==> src/rtl/fir_mac_controller_if.sv <==
// Sample-in / result-out handshake between the FIR controller and its source/sink.
// master: the controller side; slave: the UART source/sink side.
interface fir_mac_controller_if;
   logic in_valid;
   logic in_ready;
   logic out_valid;
   logic out_ready;

   modport master (
      input  in_valid,
      input  out_ready,
      output in_ready,
      output out_valid
   );

   modport slave (
      output in_valid,
      output out_ready,
      input  in_ready,
      input  out_valid
   );
endinterface

==> src/rtl/fir_mac_controller.sv <==
// Sequencing FSM for a serial-MAC FIR datapath: accept a sample, run LENGTH
// accumulate cycles over the taps, then hold the result until the sink takes it.
module fir_mac_controller #(
   parameter int unsigned LENGTH      = 64,
   parameter int unsigned COUNTER_BIT = 5
) (
   input  logic                   i_clk,
   input  logic                   i_rst_n,
   fir_mac_controller_if.master   bus,
   output logic [COUNTER_BIT:0]   o_cnt,
   output logic                   o_shift_en,
   output logic                   o_resreg_en,
   output logic                   o_flush,
   output logic                   o_busy
);

   localparam int unsigned CntW = COUNTER_BIT + 1;
   localparam logic [COUNTER_BIT:0] LastCnt = CntW'(LENGTH - 1);

   typedef enum logic [1:0] {StIdle, StMac, StDone} state_t;

   state_t               r_state;
   logic [COUNTER_BIT:0] r_cnt;
   logic                 w_in_ready;
   logic                 w_accept;

   always_ff @(posedge i_clk or negedge i_rst_n) begin
      if (!i_rst_n) begin
         r_state <= StIdle;
         r_cnt   <= '0;
      end else begin
         unique case (r_state)
            StIdle: begin
               if (bus.in_valid) begin
                  r_state <= StMac;
                  r_cnt   <= '0;
               end
            end
            StMac: begin
               if (r_cnt == LastCnt) begin
                  r_cnt   <= '0;
                  r_state <= StDone;
               end else begin
                  r_cnt <= r_cnt + 1'b1;
               end
            end
            StDone: begin
               if (bus.out_ready) r_state <= StIdle;
            end
            default: begin
               r_state <= StIdle;
               r_cnt   <= '0;
            end
         endcase
      end
   end

   // Gated by reset so a sample can never be taken while the FSM is held in reset.
   assign w_in_ready = i_rst_n && (r_state == StIdle);
   assign w_accept   = w_in_ready && bus.in_valid;

   assign bus.in_ready  = w_in_ready;
   assign bus.out_valid = (r_state == StDone);
   assign o_shift_en    = w_accept;
   assign o_flush       = w_accept;
   assign o_resreg_en   = (r_state == StMac);
   assign o_busy        = (r_state != StIdle);
   assign o_cnt         = r_cnt;

endmodule
==> src/flat_wrapper.sv <==
// flat-port wrapper written by rule: the top's interface ports become plain ports
module fir_mac_controller_flat 
#(
   parameter int unsigned LENGTH      = 64,
   parameter int unsigned COUNTER_BIT = 5
)
  (i_clk, i_rst_n, o_cnt, o_shift_en, o_resreg_en, o_flush, o_busy, bus_in_valid, bus_out_ready, bus_in_ready, bus_out_valid);
  fir_mac_controller_if bus_i ();
  input  logic i_clk;
  input  logic i_rst_n;
  output logic [COUNTER_BIT:0] o_cnt;
  output logic o_shift_en;
  output logic o_resreg_en;
  output logic o_flush;
  output logic o_busy;
  input wire logic [$bits(bus_i.in_valid)-1:0] bus_in_valid;
  input wire logic [$bits(bus_i.out_ready)-1:0] bus_out_ready;
  output wire logic [$bits(bus_i.in_ready)-1:0] bus_in_ready;
  output wire logic [$bits(bus_i.out_valid)-1:0] bus_out_valid;
  assign bus_i.in_valid = bus_in_valid;
  assign bus_i.out_ready = bus_out_ready;
  assign bus_in_ready = bus_i.in_ready;
  assign bus_out_valid = bus_i.out_valid;
  fir_mac_controller #(.LENGTH(LENGTH), .COUNTER_BIT(COUNTER_BIT)) u_core (.i_clk(i_clk), .i_rst_n(i_rst_n), .bus(bus_i), .o_cnt(o_cnt), .o_shift_en(o_shift_en), .o_resreg_en(o_resreg_en), .o_flush(o_flush), .o_busy(o_busy));
endmodule
==> config.mk <==
export PLATFORM = sky130hd
export DESIGN_NAME = fir_mac_controller_flat
export DESIGN_NICKNAME = d
export VERILOG_FILES = /design/src/rtl/fir_mac_controller_if.sv /design/src/rtl/fir_mac_controller.sv /design/src/flat_wrapper.sv
export SDC_FILE = /design/constraint.sdc
export NUM_CORES = 1
export LEC_CHECK = 0
export ABC_AREA = 1
export BUFFER_PORTS_ARGS = -buffer_cell sky130_fd_sc_hd__clkbuf_2
export CORE_AREA = 2 2 39 41
export DETAILED_ROUTE_END_ITERATION = 7
export DIE_AREA = 0 0 41 43
export PLACE_DENSITY_LB_ADDON = 0.12
export SLEW_MARGIN = 30
export SYNTH_ARGS = -nofsm -noshare
export SYNTH_HDL_FRONTEND = slang
export SYNTH_SLANG_ARGS = --single-unit
==> constraint.sdc <==
create_clock -name i_clk -period 1.04 [get_ports i_clk]
set_input_delay 0.104 -clock i_clk [delete_from_list [all_inputs] [get_ports i_clk]]
set_output_delay 0.104 -clock i_clk [all_outputs]
set_load 0.02 [all_outputs]
==> run_results.csv <==
group,metric,value,unit
worst_setup_path,path_max_fanout,3,
floorplanning,dieWidth,41,um
timing,maxSlewViolCount,0,
floorplanning,pin_count,16,
layout,layout.nets,105,
drt,ant_nets,0,
synthesis,yosysTopAreaCell,"dfrtp_1",
floorplanning,initial_core_util,32.5,%
grt,grtUsageTotal,19.5,%
cts,clkSinkCount,8,
drt,vias,544,
worst_setup_path,arrival,1120,ps
layout,regArea,204,sq um
synthesis,synthSimpleGateAreaFrac,30.8,%
status,outcome,"finished with violations",
worst_hold_path,worst_hold_path.num_cells,2,
cts,cts_tree,"yes",
placed_design,port_buffers,15,
timing,setup_violations,16,
worst_setup_path,cp-end-kind,"primary output",
drt,vias_per_cell,4.73,
synthesis,yosys-mux-area-fraction,0,%
power_and_ir_drop,ir_worst_vdd,1.41,mV
worst_setup_path,cp_data_required_time,940,ps
timing,worst_slack,-183,ps
cts,cts_buffer_depth,2,
grt,grt_max_degree,9,
placed_design,hpwl,862,um
layout,antenna-diode-count,0,
layout,area_growth,102,%
layout,nFillCells,116,
timing,max_slew.worst_pin.slew,175,ps
cts,path_clk_slew,60,ps
power_and_ir_drop,power.density,2220,mW/mm^2
synthesis,syn_area,450,sq um
worst_setup_path,crit_chain,"inv_2 > nand2_4 > nor3_4 > clkbuf_8",
grt,grt_pass1_vias,533,
synthesis,synth_top_family_by_area,"simple AND/OR/NAND/NOR gates",
run,cap_violations,0,
synthesis,yosysSeqAreaShare,44.4,%
drt,dr.pass1.iters,4,
synthesis,synth_cell_types,17,
synthesis,synth_xor_area_share,0,%
grt,grt-ovfl-total,0,
floorplanning,core,0.00138,sq mm
worst_setup_path,ff2ff_path_depth,7,
synthesis,synthTopCellsByArea,"dfrtp_1 44%, nand2_1 13%, nor2_1 7.5%",
timing,period_needed,1220,ps
floorplanning,die_area,0.00176,sq mm
status,failed_checks,"setup timing",
timing,rsz0062_at_grt,"true",
synthesis,synthesis.nets,65,
synthesis,ys_ff_latch,8,
timing,relSlewSlack,88.3,%
worst_setup_path,worstSetupPathType,"reg2out",
cts,htree_levels,1,
synthesis,syn_avg_cell_area,7.51,sq um
cts,clkLatencyLatePin,270,ps
layout,drive_above_1_share,58.6,%
timing,finalClockSkew,7.38,ps
floorplanning,rows,14,
worst_setup_path,cp_slowest_cell,"dfrtp_1",
synthesis,netlist.area_leader.share,44.4,%
power_and_ir_drop,p_leak,0.432,nW
drt,wl_per_cell,11.9,um
grt,grt_antenna_before_repair,0,
worst_setup_path,startpoint_type,"register",
cts,cts_made_buffers,3,
floorplanning,die_y,43,um
synthesis,synth-compound-area-share,11.9,%
drt,routed_wl,1370,um
cts,clockRootBuffer,"clkbuf_4",
placed_design,gpl.final_weighted_congestion,0.689,
placed_design,dp_cells,99,
drt,drc,0,
worst_setup_path,slowest_delay,380,ps
timing,fin_crit_sh,118,%
drt,drt_iter0_markers,7,
timing,finalHoldViolCount,0,
layout,multi_input_area,287,sq um
timing,fmax,818,MHz
layout,finalNonFillerCells,115,
synthesis,synthCells,60,
synthesis,synthAdderAreaFrac,2.78,%
synthesis,synth_warnings,0,
power_and_ir_drop,power.total,2.02,mW
worst_hold_path,hp-class,"in2reg",
grt,grt_pass1_wl,2280,um
## layout by cell type (no fill, tap or decap)
master,n
a21oi_2,1
inv_2,3
a21oi_1,2
buf_8,4
nand4_1,2
o21ai_1,1
nand3_4,1
nor3_4,1
inv_1,6
clkbuf_4,3
clkbuf_2,6
nand3_1,3
nand2_1,12
nand2_4,1
inv_4,1
o22ai_1,2
buf_6,9
ha_4,1
nand2_2,2
buf_4,14
o21ai_4,1
dlygate4sd3_1,1
a22o_1,1
dfrtp_2,3
nor2_4,4
dfrtp_1,5
clkbuf_1,1
nor2_2,1
nor2_1,5
clkbuf_8,2
## synthesized netlist by cell type, drive strengths merged
library cell,number
nand4,2
nor3,1
nor2,10
dfrtp,8
o22ai,2
a21oi,3
ha,1
inv,10
buf,1
a22o,1
nand3,4
o21ai,2
nand2,15
## kinds of logic after synthesis
logic type | count (synthesis)
and+or+nand+nor | 32
buffers and inverters | 11
DFF | 8
AOI/OAI and AO/OA | 8
adders and majority gates | 1
## per-layer routing
metal	share of wire, %	global-route usage (%)	vias up
li1	-	-	270
met1	40	25.4	254
met2	52	28.4	16
met3	6.3	3.66	4
met4	1.5	12.0	0
met5	0	0	-
## final cells by class
class                      count  share of cell area [%]
timing repair buffer          36                    36.7
inverter                      10                    4.40
tap                           16                    2.20
multi-input combinational     41                    31.5
sequential                     8                    22.4
clock buffer                   4                    2.88
## what timing repair did
item | in CTS | in global routing
buffers inserted | 10 | 1
endpoints found under the setup margin | 14 | 17
pin swaps | 5 | 3
cloned | 0 | 0
hold buffers | 1 | 0
gates resized for setup | 29 | 14
hold endpoints to repair | 8 | 0
## final timing paths
kind | from | endpoint | slack, ps
max | u_core.r_state[0] | o_flush | -180
min | bus_out_ready | u_core.r_state[1] | 30
max reg2reg | u_core.r_state[1] | u_core.o_cnt[5] | -120
min reg2reg | u_core.o_cnt[5] | u_core.o_cnt[5] | 610
max in group asynchronous | i_rst_n | u_core.o_cnt[0] | 600
min in group asynchronous | i_rst_n | u_core.o_cnt[4] | 300
## power by group
| group | switching, mW | leakage [nW] | internal (mW) |
|---|---|---|---|
| clock network | 0.130 | 0.0150 | 0.148 |
| registers | 0.147 | 0.0948 | 0.439 |
| logic | 0.536 | 0.323 | 0.624 |
| total | 0.814 | 0.432 | 1.21 |
## registers in the layout, indices dropped and copies added, names as in the netlist
signal and flops:
u_core.o_cnt 6, u_core.r_state 2
## critical path: cells and delay by family, from the launching register on
family / cells / cell delay (ps)
flops: 1 / 380
buf+inv: 2 / 270
simple gates: 2 / 210
## per-stage QoR
| stage | TNS, ps | worst slack, ps | area [sq um] | util (%) | hold slack (ps) |
|---|---|---|---|---|---|
| floorplan | -423 | -147 | 495 | - | -192 |
| global placement | -29.7 | -15.0 | 647 | 46.7 | 54.9 |
| detailed placement | -73.3 | -25.8 | 647 | 46.7 | 53.4 |
| CTS | -1380 | -177 | 875 | 63.2 | 31.7 |
| global route | -2270 | -249 | 911 | 65.8 | 23.1 |
| finish | -1370 | -183 | 911 | 65.8 | 33.0 |
Power figures use the tool's default switching activity.
